## config.mk

```make
export PLATFORM = sky130hd
export DESIGN_NAME = key_uart_tx
export DESIGN_NICKNAME = d
export VERILOG_FILES = /design/src/rtl/key_uart_tx.sv
export SDC_FILE = /design/constraint.sdc
export NUM_CORES = 1
export LEC_CHECK = 0
export CAP_MARGIN = 40
export CORE_MARGIN = 10
export CORE_UTILIZATION = 59
export CTS_CLUSTER_DIAMETER = 120
export CTS_CLUSTER_SIZE = 30
export DETAILED_ROUTE_END_ITERATION = 10
export PLACE_DENSITY = 0.78
export SYNTH_ARGS = -nofsm -noshare
export SYNTH_HDL_FRONTEND = slang
export SYNTH_SLANG_ARGS = --single-unit
```

## constraint.sdc

```tcl
create_clock -name clk -period 4.6 [get_ports clk]
set_clock_uncertainty 0.05 [all_clocks]
set_input_delay 0.69 -clock clk [delete_from_list [all_inputs] [get_ports clk]]
set_output_delay 0.69 -clock clk [all_outputs]
set_load 0.01 [all_outputs]
```

## src/rtl/key_uart_tx.sv

```systemverilog
// Keypad-to-UART transmitter: press edge detect, ASCII map, code FIFO, 8N1 serialiser.
// Optional KEY_UART_TX_CRLF_EN appends CR and LF frames after every key character.
module key_uart_tx #(
    parameter int CLK_DIV    = 5208,
    parameter int FIFO_DEPTH = 4
) (
    input  logic       clk,
    input  logic       rst,
    input  logic [3:0] num,
    input  logic       signal,
    output logic       tx,
    output logic       busy,
    output logic       overflow
);

    // state | meaning
    // IDLE  | line high; pops the FIFO head when one is queued
    // START | start bit (low) for CLK_DIV cycles
    // DATA  | data bits, LSB first, CLK_DIV cycles each
    // STOP  | stop bit (high) for CLK_DIV cycles
    // GAP   | one high cycle before a CR/LF frame (CRLF build only)
    typedef enum logic [2:0] {
        IDLE,
        START,
        DATA,
        STOP
`ifdef KEY_UART_TX_CRLF_EN
        , GAP
`endif
    } state_t;

    localparam int CW   = (CLK_DIV > 1) ? $clog2(CLK_DIV) : 1;
    localparam int AW   = (FIFO_DEPTH > 1) ? $clog2(FIFO_DEPTH) : 1;
    localparam int NW   = AW + 1;
    localparam logic [CW-1:0] CNT_LAST  = CW'(CLK_DIV - 1);
    localparam logic [NW-1:0] FIFO_FULL = NW'(FIFO_DEPTH);

    function automatic logic [7:0] to_ascii(input logic [3:0] k);
        if (k <= 4'd9)
            return 8'h30 + {4'h0, k};
        else if (k <= 4'd13)
            return 8'h37 + {4'h0, k};
        else
            return 8'h3F;
    endfunction

    state_t        state, state_n;
    logic [CW-1:0] cnt, cnt_n;
    logic [2:0]    idx, idx_n, idx_inc;
    logic [7:0]    shift, shift_n;
    logic          tx_n, busy_n;
    logic          signal_d;
    logic [7:0]    mem [FIFO_DEPTH];
    logic [AW-1:0] wr_ptr, rd_ptr;
    logic [NW-1:0] count, count_n;
    logic          press, pop, push, full, empty, baud_done;
`ifdef KEY_UART_TX_CRLF_EN
    logic [1:0]    extra, extra_n;
`endif

    assign press     = signal & ~signal_d;
    assign empty     = (count == '0);
    assign full      = (count == FIFO_FULL);
    // a pop in the same cycle frees the slot, so a full FIFO can still accept
    assign push      = press & (~full | pop);
    assign baud_done = (cnt == CNT_LAST);
    assign idx_inc   = idx + 3'd1;

    always_comb begin
        state_n = state;
        cnt_n   = cnt;
        idx_n   = idx;
        shift_n = shift;
        tx_n    = tx;
        pop     = 1'b0;
`ifdef KEY_UART_TX_CRLF_EN
        extra_n = extra;
`endif
        case (state)
            IDLE: begin
                tx_n  = 1'b1;
                cnt_n = '0;
                if (!empty) begin
                    pop     = 1'b1;
                    shift_n = mem[rd_ptr];
                    state_n = START;
                    tx_n    = 1'b0;
                end
            end
            START: begin
                if (baud_done) begin
                    state_n = DATA;
                    idx_n   = 3'd0;
                    cnt_n   = '0;
                    tx_n    = shift[0];
                end else begin
                    cnt_n = cnt + CW'(1);
                end
            end
            DATA: begin
                if (baud_done) begin
                    cnt_n = '0;
                    if (idx == 3'd7) begin
                        state_n = STOP;
                        tx_n    = 1'b1;
                    end else begin
                        idx_n = idx_inc;
                        tx_n  = shift[idx_inc];
                    end
                end else begin
                    cnt_n = cnt + CW'(1);
                end
            end
            STOP: begin
                tx_n = 1'b1;
                if (baud_done) begin
                    cnt_n = '0;
`ifdef KEY_UART_TX_CRLF_EN
                    if (extra != 2'd2) begin
                        state_n = GAP;
                        extra_n = extra + 2'd1;
                    end else begin
                        state_n = IDLE;
                        extra_n = 2'd0;
                    end
`else
                    state_n = IDLE;
`endif
                end else begin
                    cnt_n = cnt + CW'(1);
                end
            end
`ifdef KEY_UART_TX_CRLF_EN
            GAP: begin
                state_n = START;
                cnt_n   = '0;
                tx_n    = 1'b0;
                shift_n = (extra == 2'd1) ? 8'h0D : 8'h0A;
            end
`endif
            default: begin
                state_n = IDLE;
                tx_n    = 1'b1;
            end
        endcase
        count_n = count + NW'(push) - NW'(pop);
        busy_n  = (state_n != IDLE) | (count_n != '0);
    end

    always_ff @(posedge clk) begin
        if (!rst) begin
            state    <= IDLE;
            cnt      <= '0;
            idx      <= 3'd0;
            shift    <= 8'h00;
            tx       <= 1'b1;
            busy     <= 1'b0;
            overflow <= 1'b0;
            signal_d <= 1'b0;
            wr_ptr   <= '0;
            rd_ptr   <= '0;
            count    <= '0;
`ifdef KEY_UART_TX_CRLF_EN
            extra    <= 2'd0;
`endif
        end else begin
            state    <= state_n;
            cnt      <= cnt_n;
            idx      <= idx_n;
            shift    <= shift_n;
            tx       <= tx_n;
            busy     <= busy_n;
            signal_d <= signal;
            count    <= count_n;
            if (push)
                wr_ptr <= wr_ptr + AW'(1);
            if (pop)
                rd_ptr <= rd_ptr + AW'(1);
            if (press && full && !pop)
                overflow <= 1'b1;
`ifdef KEY_UART_TX_CRLF_EN
            extra    <= extra_n;
`endif
        end
    end

    always_ff @(posedge clk) begin
        if (rst && push)
            mem[wr_ptr] <= to_ascii(num);
    end

endmodule
```

==> metrics.txt <==
Pre-Repair DR Iteration Count 4; Slowest Stage Delay on Critical Path approximately 0.79 ns; FF-to-FF path depth 11; Post-CTS Setup Bufs 0; Max Slew Vio Count 0; H-tree Lvls 3; VDD IR max between 300 and 400 uV; Vias 2,251; setup TNS 0 ns; Area after DPL 0.00324 sq mm; Max-slew headroom a little under half; number of synthesized flops with an enable pin 28; clk sinks 65; P_leak approximately 0.0012 uW; CTS buffer count 9; Hold Path Origin shift[5]$_SDFFE_PN0N_; Area Growth Syn to Fin 11.3%; Max Cap Viol 0; reg2reg end busy$_SDFF_PN0_; worst r2r src state[2]$_SDFF_PN0_; gr ovfl total 0; Slew @ Worst Pin slightly above 0.8 ns; Pwr Total 1510 uW; die area about 0.0086 sq mm; Crit. End Element flop; Avg WL per Cell roughly 15 um; share of post-route cells with drive strength above 1 about 8.8%; Clock Latency Late Sink about 0.33 ns; initial DRC count approximately 150; CTS tree yes; min Tclk post-route about 3.2 ns; CP max-delay cell dfxtp_1; crit path DAT ~3.3 ns; Starting Density roughly 61%; Primary FF master, synth dfxtp_1; Rows 26; root buffer cell clkbuf_8; Post-Syn Instances 297; CP Launch Type flop; overall die height slightly above 90 um; WHS Path Cells 2; period utilisation layout slightly below 70%; PwrDens approximately 440 mW/mm^2; Fin Hold WS between 0.4 and 0.5 ns; Worst-path clk slew around 0.07 ns; clk buf depth 2; synth warn 0; final core utilization roughly two thirds; I/O pin count 10; ys async rst share 0%; Setup Viol. Count Final 0; first-pass GRT wire length ~10 mm; routed vias/inst roughly 6.0; maximum fanout along the worst path 21; Antenna Diode Count 0; Worst EP required 4.76 ns; status finished clean; HP Class reg -> reg; Worst Path Class, Setup reg -> reg; vias in the first global route 2,154; post-synthesis sequential area ratio 51.0%; overall global routing resource usage approximately 15%; final net count about 320; Finished Cell Area about 0.0035 sq mm; pin count of the biggest net entering global routing 28; Die X around 92 um; Seq cells post-synth between 60 and 70; final WL about 5.8 mm; unrepaired setup endpoints after global routing false; drt drc 0; detailed placement HPWL around 4.0 mm; PortBufs 9; Core Region a little over 0.005 sq mm; antenna viol nets, final 0; cts hold-fix bufs 0; hold endpoint shift[5]$_SDFFE_PN0N_; final hold vios 0; Synth area leaders edfxtp_1 (27%), dfxtp_1 (24%), mux4_2 (5.8%); Cell variety after synth ~50; post-synth top area share 27.1%; Synthesized Nets around 320; initial antenna violation count 0; Worst R2R Setup Slack 1.43 ns; Filler Cell Count between 300 and 400; critical-path cell list nor3_1, nand2_1, clkinv_1, ha_1, inv_1, ha_1, fa_1, xnor2_1, xnor2_1, nor3_1, a21oi_1; GP Congestion 0.846; highest clock rate between 0.3 and 0.4 GHz; Yosys top cell by area edfxtp_1; Mean Syn Cell Area about 10 sq um; post-cts sizing count 0; Mapped Area around 0.0031 sq mm
## power breakdown
group,switching (uW),internal (uW),leakage (uW)
clock network,207,302,0.000102
registers,54.7,655,0.000553
logic,146,145,0.000508
## sequential cells by signal, indices dropped and copies added, names as in the netlist, 2 cells and up
register / count
shift: 7
count: 3
state: 3
cnt: 13
idx: 3
mem: 28
rd_ptr: 2
wr_ptr: 2
## stage by stage
step	cells	setup WS, ns
after floorplan	297	1.91
after global placement	362	1.37
after detailed placement	363	1.31
after CTS	378	1.43
after global routing	378	1.05
final	378	1.43
## Yosys cell counts, types with 4 or more instances
cell      number
o211ai_1       5
o21ai_0        9
mux4_2         8
a21oi_1       24
edfxtp_1      28
nand3_1       17
xnor2_1        5
dfxtp_1       37
nand4_1        7
clkbuf_1       9
nand2_1       29
nor3_1         6
inv_1         17
or3_1          4
ha_1          11
nor2_1        19
and3_1         5
a31oi_1        4
nor4_1         5
## layout by cell type (no fill, tap or decap), types with 3 or more instances in the layout
master,count
nor4bb_1,3
nor2_1,19
nor3b_1,3
nand3_1,17
a31oi_1,4
o211ai_1,5
o21ai_0,9
ha_1,11
nand4_1,7
mux4_2,8
dfxtp_1,37
o311ai_0,3
and2_1,3
xnor2_1,5
clkbuf_8,9
a21oi_1,24
nor4_1,5
inv_1,17
nor3_1,6
and3_1,5
clkdlybuf4s50_1,9
or3_1,4
edfxtp_1,28
nand2_1,29
## routing by layer
layer	up-vias	global-route usage (%)	part of all wire, %
li1	1107	-	-
met1	1082	18.4	45
met2	56	23.5	48
met3	6	4.12	5.6
met4	0	5.53	1.3
met5	-	0	0
## area by class of cell
cell class                      count  area [sq um]  area share [%]
Inverter                           18          67.6            1.96
Timing Repair Buffer               11           125            3.63
Clock buffer                       10           128            3.70
Multi-Input combinational cell    199          1380            40.0
Sequential cell                    65          1580            45.8
Clock inverter                      5          81.3            2.36
Tap cell                           70          87.6            2.54
## how the worst max path moves through the flow
stage / startpoint / to / slack (ns) / depth (start not counted)
3_3_place_gp: signal / busy$_SDFF_PN0_ / 1.37 / 12
5_1_grt: state[2]$_SDFF_PN0_ / busy$_SDFF_PN0_ / 1.05 / 11
2_1_floorplan: count[0]$_SDFF_PN0_ / busy$_SDFF_PN0_ / 1.91 / 11
4_1_cts: state[2]$_SDFF_PN0_ / busy$_SDFF_PN0_ / 1.43 / 11
3_5_place_dp: signal / busy$_SDFF_PN0_ / 1.31 / 12
6_report: state[2]$_SDFF_PN0_ / busy$_SDFF_PN0_ / 1.43 / 11
## worst max-delay path, delay by kind of cell (launching register included)
family / cells / cell delay (ns)
simple gates: 3 / 0.56
flops: 1 / 0.79
fa+ha+maj: 3 / 0.92
buf+inv: 2 / 0.35
compound gates: 1 / 0.09
xor+xnor: 2 / 0.29
## cells by family after synthesis
family,synth area share [%]
mux,6.82
buf+inv,4.48
xor+xnor,1.69
simple gates,18.1
compound gates,12.7
other cells,0.121
flops,51.0
fa+ha+maj,5.08
(Power assumes the default switching activity.)
